### config.mk
export PLATFORM = sky130hd
export DESIGN_NAME = audio_pwm_dac
export DESIGN_NICKNAME = d
export VERILOG_FILES = /design/src/rtl/audio_pkg.sv /design/src/rtl/audio_pwm_dac_sample_to_duty.sv /design/src/rtl/audio_pwm_dac.sv
export SDC_FILE = /design/constraint.sdc
export NUM_CORES = 1
export LEC_CHECK = 0
export ABC_AREA = 0
export CAP_MARGIN = 20
export CORE_ASPECT_RATIO = 0.6
export CORE_UTILIZATION = 40
export DETAILED_ROUTE_END_ITERATION = 7
export GPL_TIMING_DRIVEN = 1
export SYNTH_ARGS = -nofsm -noshare
export SYNTH_HDL_FRONTEND = slang
export SYNTH_SLANG_ARGS = --single-unit
### constraint.sdc
create_clock -name clk -period 1.7 [get_ports clk]
set_input_delay 0.17 -clock clk [delete_from_list [all_inputs] [get_ports clk]]
set_output_delay 0.17 -clock clk [all_outputs]
set_load 0.05 [all_outputs]
### src/rtl/audio_pkg.sv
// Shared audio-path definitions: default sample width, PWM window length and midscale helper.
package audio_pkg;

    localparam int AUDIO_SAMPLE_W          = 14;
    localparam int AUDIO_CYCLES_PER_WINDOW = 1024;

    typedef logic signed [AUDIO_SAMPLE_W-1:0] audio_sample_t;

    // Duty value that produces a 50% waveform, i.e. silence at the audio pin.
    function automatic int duty_midscale(input int cycles);
        return cycles / 2;
    endfunction

endpackage

### src/rtl/audio_pwm_dac_sample_to_duty.sv
// Combinational conversion of a two's-complement sample into an offset-binary PWM duty value.
// Optional volume shift is built only when AUDIO_PWM_VOLUME_EN is defined.
module sample_to_duty
    import audio_pkg::*;
#(
    parameter int SAMPLE_W = AUDIO_SAMPLE_W,
    parameter int DUTY_W   = 10
) (
    input  logic [SAMPLE_W-1:0] sample,
`ifdef AUDIO_PWM_VOLUME_EN
    input  logic [3:0]          volume,
`endif
    output logic [DUTY_W-1:0]   duty
);

    logic signed [SAMPLE_W-1:0] shifted;

    // Flipping the sign bit maps -full..+full onto 0..2^SAMPLE_W-1; the top bits become the duty.
    always_comb begin
`ifdef AUDIO_PWM_VOLUME_EN
        shifted = $signed(sample) >>> volume;
`else
        shifted = $signed(sample);
`endif
        duty = DUTY_W'({~shifted[SAMPLE_W-1], shifted[SAMPLE_W-2:0]} >> (SAMPLE_W - DUTY_W));
    end

endmodule

### src/rtl/audio_pwm_dac.sv
// PWM audio DAC: free-running window counter, per-window sample request/latch and PWM compare.
// Define AUDIO_PWM_VOLUME_EN to add the 4-bit volume attenuation port.
module audio_pwm_dac
    import audio_pkg::*;
#(
    parameter int CYCLES_PER_WINDOW = AUDIO_CYCLES_PER_WINDOW,
    parameter int SAMPLE_W          = AUDIO_SAMPLE_W
) (
    input  logic                clk,
    input  logic                rst,
    input  logic [SAMPLE_W-1:0] sample,
`ifdef AUDIO_PWM_VOLUME_EN
    input  logic [3:0]          volume,
`endif
    output logic                next_sample,
    output logic                pwm_out
);

    localparam int DUTY_W = $clog2(CYCLES_PER_WINDOW);
    localparam logic [DUTY_W-1:0] CNT_LAST   = DUTY_W'(CYCLES_PER_WINDOW - 1);
    localparam logic [DUTY_W-1:0] CNT_STROBE = DUTY_W'(CYCLES_PER_WINDOW - 2);
    localparam logic [DUTY_W-1:0] DUTY_MID   = DUTY_W'(duty_midscale(CYCLES_PER_WINDOW));

    logic [DUTY_W-1:0] cnt;
    logic [DUTY_W-1:0] duty;
    logic [DUTY_W-1:0] duty_next;

    sample_to_duty #(
        .SAMPLE_W (SAMPLE_W),
        .DUTY_W   (DUTY_W)
    ) u_conv (
        .sample (sample),
`ifdef AUDIO_PWM_VOLUME_EN
        .volume (volume),
`endif
        .duty   (duty_next)
    );

    // Strobe one cycle early so the NCO's new sample is settled by the latch cycle.
    assign next_sample = (cnt == CNT_STROBE);

    always_ff @(posedge clk) begin
        if (rst) begin
            cnt     <= '0;
            duty    <= DUTY_MID;
            pwm_out <= 1'b0;
        end else begin
            cnt     <= cnt + 1'b1;
            if (cnt == CNT_LAST) begin
                duty <= duty_next;
            end
            pwm_out <= (cnt < duty);
        end
    end

endmodule

==> qor.csv <==
stage;metric;value;unit
clocking;Worst-Skew Late Latency;0.26;ns
die;Initial Util;45.2;%
pwr;Max VDD drop;424;uV
route;vias;779;
sta;Tightest Pin Transition;0.497;ns
route;DRC viols;0;
worst_setup_path;CP peak stage delay;0.42;ns
sta;Final Slew Violations;0;
synthesis;post-synthesis cell type count;26;
sta;unrepaired setup endpoints after global routing;false;
cells_and_area;Area growth syn-to-layout;22.9;%
worst_setup_path;CP endpoint kind;flop;
clocking;CTS H-tree lvls;1;
clocking;CTS Buf Count;3;
grt;Global Route Usage Sum;17.5;%
synthesis;sequential area share after synthesis;40.3;%
synthesis;mapped cell area;1040;um2
synthesis;Post-Synthesis Cells;113;
sta;Fin Setup TNS;0;ns
cells_and_area;total area of sequential cells;420;um2
clocking;clk slew on worst S/H paths;0.08;ns
clocking;CTS max path bufs;2;
die;I/O pins;18;
clocking;hold_buf cts;0;
synthesis;Synth Register Bits;21;
grt;first-pass GRT wire length;3570;um
cells_and_area;fraction of layout cells with a size suffix above 1;10.5;%
synthesis;post-synth net total;140;
pwr;Sw Ratio;22.2;%
grt;largest net degree at the start of global routing;20;
cells_and_area;area of the multi-input gates;549;um2
pwr;Comb pwr share;7.2;%
grt;vias in the first global route;797;
sta;minimum clock period;1.56;ns
grt;initial antenna violation count;0;
cells_and_area;ant diodes;0;
sta;clk_skew;0.00523;ns
pwr;Internal;704;uW
worst_setup_path;Critical Path Fanout Max;6;
clocking;clk root buf;clkbuf_8;
pwr;Power Dens Cells;706;nW/um2
synthesis;synthesized area per cell;9.23;um2
synthesis;YS warnings;0;
sta;fmax;0.642;GHz
route;1st-iter DRT viols;22;
route;Routed Antenna Nets;0;
sta;Final period util;91.6;%
grt;grt total ovfl;0;
pwr;share of power burned in the clock network;36.6;%
route;Total Wirelength;2010;um
worst_setup_path;worst-path cell chain;ha_1 > nand3_1 > nor3_2 > buf_4 > mux2i_1 > nor2_1;
sta;relative slew slack;66.7;%
place;Routability Congestion;0.758;
place;HPWL reported at the end of detailed placement;1520;um
synthesis;synth top area cells;dfxtp_1 40%, ha_1 13%, mux2i_1 8.6%;
worst_setup_path;Slowest cell on crit path;dfxtp_1;
die;Chip Height;41.6;um
worst_setup_path;WP data required;1.85;ns
clocking;clock sinks;21;
place;I/O Buffers;13;
worst_setup_path;Critical Path AT;1.71;ns
cells_and_area;Nets;161;
pwr;P_sw;201;uW
sta;final setup fails;0;
run;max_cap viols;0;
outcome;status;complete, no violations;
clocking;post-CTS sizing;0;
pwr;Pwr Total;905;uW
sta;Final Hold Fails;0;
route;Avg WL per Cell;12.3;um
min_path;hold crit path type;in2reg;
pwr;LEAKAGE;0.000493;uW
route;average vias per placed instance;4.78;
die;die area;2820;um2
pwr;Reg power frac;56.2;%
synthesis;Synth area leader;dfxtp_1;
place;Placed Area;1240;um2
die;Chip Width;67.9;um
die;# rows;13;
cells_and_area;Final Instance Area;1280;um2
clocking;Setup Buffers After CTS;0;
worst_setup_path;Worst Setup Path Type;reg2reg;
synthesis;Synth top area share;40.3;%
die;Core Area;2310;um2
worst_setup_path;critical path startpoint category;flop;
clocking;CTS tree;done;
route;drt first pass iters;2;
cells_and_area;Filler cells;223;
[metal layers]
metal | wire length (um) | global-route usage (%)
met5 | 0 | 0
met4 | 32 | 6.25
met3 | 74 | 6.59
met2 | 843 | 26.5
met1 | 1060 | 22.4
[area by class of cell]
cell class | instances | share of cell area, %
clock buffers | 4 | 3.51
multi-input cells | 77 | 42.8
well taps | 30 | 2.93
flip-flops and latches | 21 | 32.8
inverters | 12 | 3.51
repair buffers | 19 | 14.4
[cells by family after synthesis]
family,Yosys count,synth area share [%]
AO/OA/AOI/OAI,12,6.36
XOR/XNOR,6,5.04
adder cells (fa/ha/maj),11,13.2
buffers and inverters,15,7.55
flip-flops,21,40.3
multiplexers,9,8.63
AND/OR/NAND/NOR,39,18.9
[path summary, 6_finish.rpt]
kind	cells past startpoint	startpoint	endpoint	slack [ns]
setup / recovery	6	cnt[1]$_SDFF_PP0_	duty[5]$_SDFFE_PP0N_	0.14
setup reg to reg	6	cnt[1]$_SDFF_PP0_	duty[5]$_SDFFE_PP0N_	0.14
hold / removal	2	sample[13]	duty[9]$_SDFFE_PP1N_	0.45
hold reg to reg	2	duty[2]$_SDFFE_PP0N_	duty[2]$_SDFFE_PP0N_	0.49
[per-stage QoR]
stage | utilization (%) | worst slack, ns | hold slack [ns] | cells
after global placement | 53.6 | 0.216 | 0.472 | 159
after CTS | 55.5 | 0.136 | 0.443 | 163
after floorplan | - | 0.265 | 0.277 | 113
after detailed placement | 53.6 | 0.158 | 0.483 | 159
after global routing | 55.5 | 0.0364 | 0.490 | 163
final | 55.5 | 0.143 | 0.448 | 163
[state kept, by name, indices dropped and copies added (netlist names)]
register	flops
cnt	10
duty	10
pwm_out	1
[cell usage in the layout (no fill, tap or decap), types with 4 or more instances in the layout]
master and n:
a21oi_1 5, buf_4 6, clkdlybuf4s50_1 12, dfxtp_1 21
ha_1 11, inv_1 12, mux2i_1 9, nand3_1 4
nor2_1 18, o21ai_0 4, xor2_1 5
[power groups by stage]
stage	clock [uW]	sequential (uW)	combinational, uW
5_1_grt	370	510	72.3
2_1_floorplan	0	522	28.0
3_5_place_dp	0	520	66.2
4_1_cts	345	509	66.2
3_3_place_gp	0	520	63.9
6_report	331	509	65.4
[synth_stat cells]
cell	number
a211oi_1	1
a21o_1	1
a21oi_1	5
a31oi_1	1
and4_1	1
buf_6	1
clkbuf_8	1
dfxtp_1	21
dlygate4sd1_1	1
ha_1	11
inv_1	12
mux2i_1	9
nand2_1	3
nand2b_1	1
nand3_1	4
nand4_1	3
nand4_2	1
nor2_1	18
nor3_1	4
nor3_2	1
o21ai_0	4
or3_1	1
or3_2	1
or3b_1	1
xnor2_1	1
xor2_1	5
[critical path: cells and delay by family, from the launching register on]
| family | cells | cell delay, ns |
|---|---|---|
| DFF | 1 | 0.42 |
| and+or+nand+nor | 3 | 0.37 |
| adders and majority gates | 1 | 0.22 |
| buffers and inverters | 1 | 0.21 |
| muxes | 1 | 0.21 |
Note: power is estimated with default switching activity, not from simulation.
